===== src/rtl/bus_arbiter.sv =====
// Round-robin arbiter for eight bus requesters with a one-cycle turnaround
// between owners and an optional hold timeout that forces a release.
module bus_arbiter #(
  parameter int unsigned TIMEOUT = 15
) (
  input  logic       clk,
  input  logic       reset_n,
  input  logic [7:0] req_in,
  output logic [7:0] grant_out,
  output logic [2:0] select_out,
  output logic       valid_out,
  output logic       timeout_out
);

  localparam int unsigned CW = (TIMEOUT == 0) ? 1 : $clog2(TIMEOUT + 1);
  localparam logic [CW-1:0] HOLD_MAX = (TIMEOUT == 0) ? '0 : CW'(TIMEOUT - 1);

  typedef enum logic [1:0] {
    ST_IDLE  = 2'd0,
    ST_GRANT = 2'd1,
    ST_TURN  = 2'd2
  } state_t;

  state_t        r_state;
  logic [2:0]    r_owner;
  logic [2:0]    r_last;
  logic [CW-1:0] r_hold;
  logic          r_timeout;

  logic          w_found;
  logic [2:0]    w_winner;

  // Round-robin search from last+1 upward; walking farthest-to-nearest lets the nearest hit win.
  always_comb begin
    w_found  = |req_in;
    w_winner = 3'd0;
    for (int i = 8; i >= 1; i--) begin
      w_winner = req_in[r_last + i[2:0]] ? (r_last + i[2:0]) : w_winner;
    end
  end

  // Arbitration state machine with hold counter and forced-release pulse.
  always_ff @(posedge clk or negedge reset_n) begin
    if (!reset_n) begin
      r_state   <= ST_IDLE;
      r_owner   <= 3'd0;
      r_last    <= 3'd7;
      r_hold    <= '0;
      r_timeout <= 1'b0;
    end else begin
      r_timeout <= 1'b0;
      case (r_state)
        ST_IDLE, ST_TURN: begin
          if (w_found) begin
            r_state <= ST_GRANT;
            r_owner <= w_winner;
            r_last  <= w_winner;
            r_hold  <= '0;
          end else begin
            r_state <= ST_IDLE;
          end
        end
        ST_GRANT: begin
          if (!req_in[r_owner]) begin
            r_state <= ST_TURN;
          end else if ((TIMEOUT != 0) && (r_hold == HOLD_MAX)) begin
            r_state   <= ST_TURN;
            r_timeout <= 1'b1;
          end else begin
            r_hold <= r_hold + CW'(1);
          end
        end
        default: begin
          r_state <= ST_IDLE;
        end
      endcase
    end
  end

  // Outputs decode registered state only, so reset clears them asynchronously.
  always_comb begin
    if (r_state == ST_GRANT) begin
      grant_out  = 8'd1 << r_owner;
      select_out = r_owner;
      valid_out  = 1'b1;
    end else begin
      grant_out  = 8'd0;
      select_out = 3'd0;
      valid_out  = 1'b0;
    end
    timeout_out = r_timeout;
  end

endmodule


===== config.mk =====
export PLATFORM = sky130hd
export DESIGN_NAME = bus_arbiter
export DESIGN_NICKNAME = d
export VERILOG_FILES = /design/src/rtl/bus_arbiter.sv
export SDC_FILE = /design/constraint.sdc
export NUM_CORES = 1
export LEC_CHECK = 0
export CORE_UTILIZATION = 55
export DETAILED_ROUTE_END_ITERATION = 10
export PLACE_DENSITY = 0.9
export SYNTH_ARGS = -nofsm -noshare
export SYNTH_HDL_FRONTEND = slang
export SYNTH_SLANG_ARGS = --single-unit

===== constraint.sdc =====
create_clock -name clk -period 6.4 [get_ports clk]
set_input_delay 1.92 -clock clk [delete_from_list [all_inputs] [get_ports clk]]
set_output_delay 1.92 -clock clk [all_outputs]
set_load 0.005 [all_outputs]

# Yosys cells after proc, flatten, opt, wreduce, memory -nomap -nowiden
# Index checks and enable logic that the tools add are counted.
word_totals:
  register_bits: 13
  inputBits: 10
  out_inout_bits: 13
  word_cells: 76
op_classes:
  add_sub_neg: 8
  magnitude_cmp: 9
  eq_ne: 7
  shift: 1
  muxes: 40
  n_reduce_logical: 6
op_table:
  columns: ["cell", "count"]
  rows:
  - ["$lt A3 B4 Y1 const B", 9]
  - ["$bmux W1 S3", 9]
  - ["$mux W3", 9]
  - ["$mux W1", 14]
  - ["$add A3 B3 Y3 const B", 4]
  - ["$mux W4", 3]
  - ["$mux W8", 1]
  - ["$pmux W4 S2", 1]
  - ["$reduce_or A8 Y1", 1]
  - ["$shl A1 B3 Y8 const A", 1]
  - ["$add A3 B2 Y3 const B", 2]
  - ["$ne A2 B2 Y1 const B", 3]
  - ["$add A4 B1 Y4 const B", 1]
  - ["$eq A4 B4 Y1 const B", 1]
  - ["$mux W2", 2]
  - ["$pmux W2 S2", 1]
  - ["$reduce_and A4 Y1", 1]
  - ["$add A3 B1 Y3 const B", 1]
  - ["$ne A3 B3 Y1 const B", 1]
  - ["$eq A2 B1 Y1 const B", 1]
  - ["$eq A2 B2 Y1 const B", 1]
  - ["$logic_not A2 Y1", 1]
  - ["$reduce_and A2 Y1", 1]
  - ["$reduce_bool A2 Y1", 1]
  - ["$reduce_or A2 Y1", 1]

# Longest topological paths before layout
depth:
  depth_word: 10
  ltp_mapped: 11
  depth_no_buf: 8

# Least setup slack after synthesis
# OpenSTA, ideal clock, no wires.
synth_timing:
  path_kind: "input port to flip-flop"
  startpoint: "input port req_in[1]"
  endpoint: "register r_owner[1]"
  setup_ns: 0.132
  arrival_time_ns: 3.327
  required_ns: 6.268
  setup_slack_ns: 2.940
  cell_stages: 6
  n_path_buf: 0
  path_cell_list: "mux4_2 mux2_2 and2_1 a221o_1 o21ai_0 nand3_1"
synth_via:
  elab_chain_cells: 10
  elab_cells_between_ends: 26
  cone_classes: "mux: 24; reduce/logical: 2"
synth_rtl:
  columns: ["item", "line_no", "text"]
  rows:
  - ["from (decl)", "8", "input logic [7:0] req_in,"]
  - ["$bmux W1 S3", "38", "w_winner = req_in[r_last + i[2:0]] ? (r_last + i[2:0]) : w_winner;"]
  - ["$mux W1 (not written as such)", "38", null]
  - ["$mux W3 (8 in a row)", "38", null]
  - ["to (signal assigned)", "56", "r_owner <= w_winner;"]
  - ["to (decl)", "25", "logic [2:0] r_owner;"]
# Parallel ways exist; a longest one is shown, timed or not. The select of a mux whose other input is x is not followed.
# A chain may end at the register's enable or synchronous reset.

# Final worst setup path
layout_timing:
  startpoint: "input port req_in[1]"
  endpoint: "register r_last[2]"
layout_via:
  elab_chain_cells: 10
  elab_cells_between_ends: 26
  cone_classes: "mux: 24; reduce/logical: 2"
layout_rtl:
  columns: ["item", "line_no", "text"]
  rows:
  - ["$bmux W1 S3", "38", null]
  - ["$mux W1 (not written as such)", "38", null]
  - ["$mux W3 (8 in a row)", "38", null]
  - ["to (signal assigned)", "57", "r_last <= w_winner;"]
  - ["to (decl)", "26", "logic [2:0] r_last;"]
# Parallel ways exist; a longest one is shown, timed or not. The select of a mux whose other input is x is not followed.

==> impl_metrics.tcl <==
set metrics [dict create \
    die-area_um2 2890 \
    fp-row-count 18 \
    die_w_um 53.7 \
    grt.total_usage_pct 31.0 \
    num-fill-cells 190 \
    first_pass_grt_wire_length_mm 6.33 \
    cp-end-kind "flop" \
    initialDrtViolationCount 60 \
    antenna_violations_before_repair 0 \
    critical_path_arrival_ns 4.21 \
    tritoncts.num_buffers 3 \
    final_period_util_pct 62.5 \
    finalCriticalPeriod_ns 4.00 \
    insertedDiodeCount 0 \
    synth_top_area_share_pct 18.4 \
    layout_common_cells "clkdlybuf4s50_1 (22), nand2_1 (17), mux4_2 (12), mux2i_1 (12), a21oi_1 (12)" \
    setup_viol 0 \
    cts-root-to-sink-buffers 2 \
    route.detailed.vias_per_inst 6.90 \
    criticalPathCategory "input pin to flop" \
    initial_utilization_pct 58.9 \
    worst-slew-pin-transition_ns 0.564 \
    ir_worst_vdd_mv 0.401 \
    number_of_enable_type_register_cells_in_the_synthesized_netlist 0 \
    drc_errors 0 \
    grt_max_degree 18 \
    final_common_cell "clkdlybuf4s50_1" \
    ys_seq_elements 13 \
    first_pass_drt_iterations 4 \
    clock_tree.htree_level_count 1 \
    min_path_cells 2 \
    netlist_top_cells_area "mux4_2 (18%), dfrtp_1 (17%), mux2i_1 (8.2%)" \
    worstHoldPathType "flop to flop" \
    critical_path_peak_fanout 7 \
    final_layout_size_suffix_gt1_share_pct 12.2 \
    number_of_port_buffers 22 \
    antenna_left 0 \
    reg2reg_depth 8 \
    tritoncts_clock_tree "yes" \
    postCtsHoldBufs 0 \
    p_per_area_nw_per_um2 630 \
    syn_nets 178 \
    yosysWarnings 0 \
    worstSkewPairLatency_ns 0.28 \
    run_status "completed" \
    total_leakage_power_nw 0.687 \
    grt.overflow.total 0 \
    area_growth_pct 15.7 \
    finalClockSkew_ns 0.00563 \
    max-cap-violations 0 \
    num-nets-final 195 \
    finalNonFillerCells 210 \
    syn-cell-area_um2 1470 \
    unrepaired_setup_endpoints_after_global_routing "false" \
    placedCellCount 206 \
    synth-seq-area-share_pct 22.4 \
    dpl.hpwl_mm 2.91 \
    finalHoldViolations 0 \
    floorplan.io_pins 23 \
    report.final.slew_viol_count 0 \
    clock_sink_count 13 \
    routed_wire_length_per_instance_um 18.5 \
    postSynthCellCount 164 \
    critical_path_required_ns 6.61 \
    synth-async-reset-ratio_pct 100 \
    worstSetupStartpointType "input pin" \
    first_global_vias 1376 \
    synthDominantAreaCellType "mux4_2" \
    timing.slew.headroom_pct 62.4 \
    synthesis.area_per_instance_um2 8.97 \
    floorplan.die.height_um 53.7 \
    totalNegativeSetupSlack_ns 0 \
    buffers_inserted_by_post_cts_timing_repair 0 \
    detailroute.via_count 1450 \
    post_cts_resized 0 \
    timing.fmax_mhz 250 \
    gp_congestion 0.911 \
    drt_wl_total_mm 3.88 \
    core-area_um2 2500 \
    ys.flop_type "dfrtp_1" \
    cts.reportedPaths.clkPinSlew_ns 0.08 \
    clock-root-buffer "clkbuf_4" \
    ys_types 43 \
]
routing by layer:
layer  global-route usage [%]  share of wire, %
met5                        0                 0
met4                     15.4               2.7
met3                     3.67               7.1
met2                     52.5                52
met1                     38.7                38
synth_stat cells, types with 6 or more instances:
cell type	instances
mux4_2	12
dfrtp_1	10
nand2_1	17
nor2_1	8
a21oi_1	12
nor3_1	6
inv_1	11
mux2i_1	12
nand3_1	6
and2_1	6
cell type report:
cell class	count	area (um^2)	share of cell area, %
clock buffer	4	26.3	1.54
inverter	11	41.3	2.42
multi-input combinational	130	1050	61.6
sequential	13	329	19.3
tap	30	37.5	2.20
timing repair buffer	22	220	12.9
state kept, by name (all words and copies together), names as in the netlist:
register	cells
r_hold	4
r_last	3
r_owner	3
r_state	2
timeout_out	1
worst max-delay path, stage by stage:
cell and delay, ns:
clkdlybuf4s50_1 0.53, mux4_2 0.61, mux2_2 0.32, or2_1 0.26
a311oi_1 0.30, a21boi_1 0.16, o21ai_1 0.11
final timing paths:
kind	end	from	slack [ns]
hold reg to reg	r_hold[1]	r_hold[1]	0.59
min in group asynchronous	r_hold[1]	reset_n	1.99
setup / recovery	r_last[2]	req_in[1]	2.40
max in group asynchronous	r_last[1]	reset_n	4.03
setup reg to reg	r_last[1]	r_last[0]	2.95
hold / removal	r_hold[1]	r_hold[1]	0.59
kinds of logic (layout without fill, tap and decap cells):
kind of cell | Yosys count | count (layout) | share of synthesized area (%)
simple gates | 56 | 56 | 18.5
compound gates | 37 | 37 | 16.8
mux | 28 | 28 | 29.6
buf+inv | 21 | 37 | 6.38
flops | 13 | 13 | 22.4
xor+xnor | 5 | 5 | 2.98
fa+ha+maj | 4 | 4 | 3.40
power by group:
group / total, mW / switching [mW] / internal (mW)
sequential: 0.198 / 0.0733 / 0.125
combinational: 0.824 / 0.444 / 0.380
clock: 0.0509 / 0.0267 / 0.0242
stage by stage:
stage | worst slack [ns] | power, mW | util (%) | area [um^2] | hold slack (ns)
after floorplan | 2.94 | 0.820 | - | 1470 | 0.504
after global routing | 2.36 | 1.17 | 68.1 | 1700 | 0.623
after detailed placement | 2.19 | 1.00 | 67.1 | 1680 | 0.580
final | 2.40 | 1.07 | 68.1 | 1700 | 0.590
after CTS | 2.48 | 1.06 | 68.1 | 1700 | 0.591
after global placement | 2.26 | 0.964 | 67.1 | 1680 | 0.528
(Power assumes the default switching activity.)
